### config.mk
export PLATFORM = sky130hd
export DESIGN_NAME = uart_cmd_framer
export DESIGN_NICKNAME = d
export VERILOG_FILES = /design/src/rtl/uart_cmd_framer.sv
export SDC_FILE = /design/constraint.sdc
export NUM_CORES = 1
export LEC_CHECK = 0
export CAP_MARGIN = 20
export CORE_MARGIN = 2
export CORE_UTILIZATION = 50
export DETAILED_ROUTE_END_ITERATION = 10
export GPL_TIMING_DRIVEN = 1
export PLACE_DENSITY = 0.76
export SKIP_CTS_REPAIR_TIMING = 1
export SYNTH_ARGS = -nofsm -noshare
export SYNTH_HDL_FRONTEND = slang
export SYNTH_SLANG_ARGS = --single-unit
### constraint.sdc
create_clock -name clk -period 1.51 [get_ports clk]
set_input_delay 0.302 -clock clk [delete_from_list [all_inputs] [get_ports clk]]
set_output_delay 0.302 -clock clk [all_outputs]
set_load 0.02 [all_outputs]
### src/rtl/uart_cmd_framer.sv
// rtl/uart_cmd_framer.sv - framed UART byte stream to command word with checksum, timeout and holding slot
module uart_cmd_framer #(
    parameter int         DATA_W      = 32,
    parameter int         N_OPERANDS  = 2,
    parameter int         OP_W        = 2,
    parameter logic [7:0] SYNC_BYTE   = 8'hA5,
    parameter int         TIMEOUT_CYC = 1_000_000
) (
    input  logic                         clk,
    input  logic                         reset,
    input  logic [7:0]                   rx_data,
    input  logic                         rx_valid,
    output logic [OP_W-1:0]              cmd_op,
    output logic [N_OPERANDS*DATA_W-1:0] cmd_data,
    output logic                         cmd_valid,
    input  logic                         cmd_ready,
    output logic                         err_valid,
    output logic [1:0]                   err_code,
    output logic                         busy
);

    localparam int W       = N_OPERANDS * DATA_W;
    localparam int N_BYTES = W / 8;
    localparam int CNT_W   = $clog2(N_BYTES + 1);
    localparam int TO_W    = $clog2(TIMEOUT_CYC + 1);

    localparam logic [CNT_W-1:0] LAST_BYTE = CNT_W'(N_BYTES - 1);
    localparam logic [TO_W-1:0]  TO_LAST   = TO_W'(TIMEOUT_CYC - 1);

    localparam logic [1:0] ERR_CSUM    = 2'b01;
    localparam logic [1:0] ERR_TIMEOUT = 2'b10;
    localparam logic [1:0] ERR_OVERRUN = 2'b11;

    typedef enum logic [1:0] {
        S_IDLE,
        S_OPC,
        S_DATA,
        S_CSUM
    } state_t;

    state_t           state_q, state_d;
    logic [CNT_W-1:0] cnt_q, cnt_d;
    logic [TO_W-1:0]  to_q, to_d;
    logic [7:0]       xor_q, xor_d;
    logic [OP_W-1:0]  op_q, op_d;
    logic [W-1:0]     sh_q, sh_d;
    logic [OP_W-1:0]  cmd_op_q, cmd_op_d;
    logic [W-1:0]     cmd_data_q, cmd_data_d;
    logic             cmd_valid_q, cmd_valid_d;
    logic             err_valid_q, err_valid_d;
    logic [1:0]       err_code_q, err_code_d;
    logic             timeout;
    logic             slot_free;

    // Inside a frame, the idle counter expiring wins only if no byte arrives that cycle.
    assign timeout   = (state_q != S_IDLE) && !rx_valid && (to_q == TO_LAST);
    // A handshake in this cycle frees the slot for a frame completing on the same edge.
    assign slot_free = !cmd_valid_q || cmd_ready;

    // Next-state: frame parser, idle timer and holding-slot update.
    always_comb begin
        state_d     = state_q;
        cnt_d       = cnt_q;
        xor_d       = xor_q;
        op_d        = op_q;
        sh_d        = sh_q;
        cmd_op_d    = cmd_op_q;
        cmd_data_d  = cmd_data_q;
        cmd_valid_d = cmd_valid_q && !cmd_ready;
        err_valid_d = 1'b0;
        err_code_d  = err_code_q;

        if (state_q == S_IDLE || rx_valid) begin
            to_d = '0;
        end else begin
            to_d = to_q + 1'b1;
        end

        if (timeout) begin
            state_d     = S_IDLE;
            to_d        = '0;
            err_valid_d = 1'b1;
            err_code_d  = ERR_TIMEOUT;
        end else if (rx_valid) begin
            case (state_q)
                S_IDLE: begin
                    if (rx_data == SYNC_BYTE) begin
                        state_d = S_OPC;
                    end
                end
                S_OPC: begin
                    op_d    = rx_data[OP_W-1:0];
                    xor_d   = rx_data;
                    cnt_d   = '0;
                    state_d = S_DATA;
                end
                S_DATA: begin
                    sh_d  = (sh_q << 8) | W'(rx_data);
                    xor_d = xor_q ^ rx_data;
                    if (cnt_q == LAST_BYTE) begin
                        state_d = S_CSUM;
                    end else begin
                        cnt_d = cnt_q + 1'b1;
                    end
                end
                S_CSUM: begin
                    state_d = S_IDLE;
                    if (rx_data != xor_q) begin
                        err_valid_d = 1'b1;
                        err_code_d  = ERR_CSUM;
                    end else if (slot_free) begin
                        cmd_op_d    = op_q;
                        cmd_data_d  = sh_q;
                        cmd_valid_d = 1'b1;
                    end else begin
                        err_valid_d = 1'b1;
                        err_code_d  = ERR_OVERRUN;
                    end
                end
                default: state_d = S_IDLE;
            endcase
        end
    end

    // State and output registers; reset discards any partial frame and the held command.
    always_ff @(posedge clk) begin
        if (reset) begin
            state_q     <= S_IDLE;
            cnt_q       <= '0;
            to_q        <= '0;
            xor_q       <= '0;
            op_q        <= '0;
            sh_q        <= '0;
            cmd_op_q    <= '0;
            cmd_data_q  <= '0;
            cmd_valid_q <= 1'b0;
            err_valid_q <= 1'b0;
            err_code_q  <= '0;
        end else begin
            state_q     <= state_d;
            cnt_q       <= cnt_d;
            to_q        <= to_d;
            xor_q       <= xor_d;
            op_q        <= op_d;
            sh_q        <= sh_d;
            cmd_op_q    <= cmd_op_d;
            cmd_data_q  <= cmd_data_d;
            cmd_valid_q <= cmd_valid_d;
            err_valid_q <= err_valid_d;
            err_code_q  <= err_code_d;
        end
    end

    assign cmd_op    = cmd_op_q;
    assign cmd_data  = cmd_data_q;
    assign cmd_valid = cmd_valid_q;
    assign err_valid = err_valid_q;
    assign err_code  = err_code_q;
    assign busy      = (state_q != S_IDLE);

endmodule

==> results.txt <==
- Status: complete, but fails checks
* Violations in the final reports: setup timing
- The worst-case IR drop observed on VDD is around 570 uV.
- Setup skew after layout: 0.008571 ns
- Number of clock sinks: 170
* Maximum number of pins on one net before global-route repair: 80
* Switching power: ~0.0018 W
* Buffers from clock root to sink, at most: 2
- After detailed routing, the number of remaining DRC violations is 0.
- Met1 Wirelength: 7.224 mm
- The via count of the first global-routing pass is ~5,300.
* Global placement routability congestion: between 0.8 and 0.9
- The count of pins over their slew limit came to 0.
- Highest fanout seen on the critical path: 8
* Met2 wire length: 8.034 mm
- Synthesis instantiated 44 different standard cells from the library.
- Tightest Pin Transition: ~0.39 ns
- The slowest stage of the critical path belongs to the cell sky130_fd_sc_hd__dfxtp_2.
* Met3 WL post-DR: around 730 microns
- Hold is met by just under 0.3 ns.
- Wire length of the first global-routing pass: between 20 and 25 mm
* Global-route total usage across every layer: 21.33%
- DR top layer: met4
- ANT cells: 0
* Startpoint class of the critical path: register
- Clock period minus final worst setup slack: between 1.5 and 2 ns
* Half-perimeter wire length after placement: about 10 mm
- Cell internal power dissipation: slightly below 0.007 W
- The first TritonRoute pass finished after 5 iterations.
* Clock buffers created by TritonCTS: 17
- Share of post-route cells with drive strength above 1: 17.71%
- Data required time at the worst endpoint: around 1.8 ns
- Synthesis produced ~810 cells.
* Cells along the critical path: xnor2_2 -> nand4_1 -> nor4_4 -> buf_4 -> buf_12 -> buf_8 -> mux2i_1
- Clock group share of total power: between 40% and 50%
* Detailed-route via count: 5,869
* Most common cell after layout, fill and taps aside: sky130_fd_sc_hd__nand2_1
- Yosys warns: 0
- Initial cell density of the core: 51.35%
- Timing would allow up to 558.5 MHz.
- The tightest min-delay check is of the input pin to register type.
- Share of total power in sequential cells: 51.8%
- Synthesis produced a netlist with a net count of between 800 and 900.
- The number of antenna violations at the first check in global routing came to 0.
* Count of buffering cells on the critical path with inverters included: 3
- Number of max-cap violations: 0
- Cell area power density: between 900 and 1000 nW/um^2
* Top Family by Delay on Critical Path: simple AND/OR/NAND/NOR gates
- For this run, the slowest stage of the critical path takes ~0.33 ns.
- After the first detailed-routing iteration, the DRC count stood at 408.
- The share of the Yosys chip area taken by registers is approximately 50%.
* Clk root buf: sky130_fd_sc_hd__clkbuf_16
- Compared with the post-synthesis result, the final layout area differs by 38.67%.
* Data arrival time at the worst-slack endpoint: between 2 and 2.5 ns
* Fraction of registers with async set/reset: 0%
- Hold violation count in the final report: 0
* Crit end category: register
* Worst-path clk slew: about 0.060 ns
* Average instance area after synthesis: approximately 8.5 sq um
* Post-route worst setup slack: -0.2805 ns
- Number of nets in the final layout: ~970
- Total die area: 14,600 sq um
- Setup violations remaining at the end of the flow were counted as slightly below 90.
- Measured along the y axis, the die boundary spans ~120 microns.
* Final critical-path share of the clock period: 118.6%
- CTS tree: built
* Setup repair after global routing missed its margin: true
* Number of vias per cell after detailed routing: between 5 and 6
- Summed over all failing endpoints, the final setup total negative slack is -15.48 ns.
- Number of top-level pins: between 80 and 90
- At the later pin of the worst-skew pair, clock insertion delay measures between 0.4 and 0.5 ns.
* Core area: around 13,000 sq um
* Number of flip-flops and latches in the synthesized netlist: 170
* Port Buf Inserts: slightly above 80
* Post-detailed-route wirelength per cell: ~14 microns
* Cell area after synthesis: a little under 7000 sq um
* Total Routed Length: 16.31 mm
* Number of enable flip-flop cells after synthesis: 0
- Headroom to the max-slew limit: around 74%
- Net switching is 21.28% of the power.
- After filler insertion, the fill cell instance count of the layout stands at 960.
* Comb pwr share: under 10%
* Critical path class: register to register
* Number of placement rows: between 40 and 50
- Die Width: 120.8 microns
- Static power due to leakage: about 4.5 nW
- CTS built an H-tree with a depth of 4.
- Top FF cell, synth: sky130_fd_sc_hd__dfxtp_1
- Most used cells in the layout excluding fill and tap cells: sky130_fd_sc_hd__nand2_1, sky130_fd_sc_hd__dfxtp_1, sky130_fd_sc_hd__a21oi_1, sky130_fd_sc_hd__dlymetal6s2s_1, sky130_fd_sc_hd__mux2i_1
- Number of routed nets with antenna violations: 0
* Residual overflow from global routing: 0
-- cells in the mapped netlist (2+ instances only) --
cell type                   instances  area (sq um)
sky130_fd_sc_hd__nand3_1           16         80.08
sky130_fd_sc_hd__o21ai_0           12         60.06
sky130_fd_sc_hd__or4_1              3         22.52
sky130_fd_sc_hd__nand4_1            8         50.05
sky130_fd_sc_hd__nor2_1            24         90.09
sky130_fd_sc_hd__buf_4              2         15.01
sky130_fd_sc_hd__a21oi_1           84         420.4
sky130_fd_sc_hd__a22oi_1            2         15.01
sky130_fd_sc_hd__and3_1             4         25.02
sky130_fd_sc_hd__inv_1              5         18.77
sky130_fd_sc_hd__o21ai_1            2         10.01
sky130_fd_sc_hd__a21o_1             2         15.01
sky130_fd_sc_hd__xnor2_1           14         122.6
sky130_fd_sc_hd__nor2b_1            9         56.30
sky130_fd_sc_hd__buf_2              3         15.01
sky130_fd_sc_hd__a31oi_1            2         12.51
sky130_fd_sc_hd__and2_1             4         25.02
sky130_fd_sc_hd__dfxtp_1          170          3403
sky130_fd_sc_hd__nand2_1          279          1047
sky130_fd_sc_hd__ha_1               6         75.07
sky130_fd_sc_hd__nor3_1             4         20.02
sky130_fd_sc_hd__nor4_1             3         18.77
sky130_fd_sc_hd__mux2i_1           74         740.7
sky130_fd_sc_hd__buf_8              4         60.06
sky130_fd_sc_hd__nand4bb_1          2         22.52
sky130_fd_sc_hd__xor2_1             7         61.31
sky130_fd_sc_hd__nand2b_1           2         12.51
sky130_fd_sc_hd__o31ai_1            3         22.52
sky130_fd_sc_hd__buf_1              5         18.77
sky130_fd_sc_hd__or3_1              3         18.77
sky130_fd_sc_hd__clkbuf_1          35         131.4
-- registers in the layout, indices dropped and copies added (netlist names) --
signal / flops
err_code: 2
op_q: 2
err_valid: 1
cmd_data: 64
to_q: 20
cmd_valid: 1
sh_q: 64
cmd_op: 2
state_q: 2
cnt_q: 4
xor_q: 8
-- worst register-to-register path: stages (launching register included) --
cell,delay (ns)
sky130_fd_sc_hd__dfxtp_2,0.33
sky130_fd_sc_hd__xnor2_2,0.15
sky130_fd_sc_hd__nand4_1,0.20
sky130_fd_sc_hd__nor4_4,0.31
sky130_fd_sc_hd__buf_4,0.16
sky130_fd_sc_hd__buf_12,0.16
sky130_fd_sc_hd__buf_8,0.14
sky130_fd_sc_hd__mux2i_1,0.24
-- area by class of cell --
cell class	count	area, sq um	share of cell area [%]
clock buffer	23	488.0	5.155
clock inverter	8	45.04	0.4758
inverter	6	25.02	0.2643
multi-input combinational	580	3309	34.96
sequential	170	3422	36.15
tap	176	220.2	2.326
timing repair buffer	173	1957	20.67
-- metrics by stage --
stage	instances	util (%)	area [sq um]	setup slack, ns	total power (W)
after global placement	1094	63.08	8387	-0.5686	0.004797
after floorplan	806	-	6879	-0.06929	0.004687
after CTS	1125	67.09	8920	-0.6023	0.008668
after global routing	1136	71.20	9467	-0.3220	0.008943
final	1136	71.20	9467	-0.2805	0.008661
after detailed placement	1094	63.08	8387	-0.7093	0.004797
-- power groups by stage --
stage | Combinational [W] | Clock, W | Sequential (W)
6_report | 0.000224 | 0.00395 | 0.00449
5_1_grt | 0.000243 | 0.00422 | 0.00448
4_1_cts | 0.000211 | 0.00397 | 0.00449
3_3_place_gp | 0.000210 | 0 | 0.00459
3_5_place_dp | 0.000211 | 0 | 0.00459
2_1_floorplan | 0.000100 | 0 | 0.00459
-- worst paths after layout --
check | from | endpoint | slack, ns | cells after the start
max | xor_q[2] | cmd_data[15] | -0.28 | 7
min reg2reg | cmd_data[35] | cmd_data[35] | 0.45 | 2
max reg2reg | xor_q[2] | cmd_data[15] | -0.28 | 7
min | reset | err_code[1] | 0.30 | 3
-- layer usage --
metal  GRT usage (%)  vias to the layer above
met3           5.330                       27
met1           26.67                     2734
met5               0                        -
met2           35.99                      143
li1                -                     2965
met4           6.831                        0
-- cell families after synthesis --
family | after synthesis | synth area share [%]
fa+ha+maj | 6 | 1.100
buf+inv | 56 | 4.014
mux | 74 | 10.85
flops | 170 | 49.85
compound gates | 112 | 8.743
simple gates | 367 | 22.75
xor+xnor | 21 | 2.694
Power figures use the tool's default switching activity.
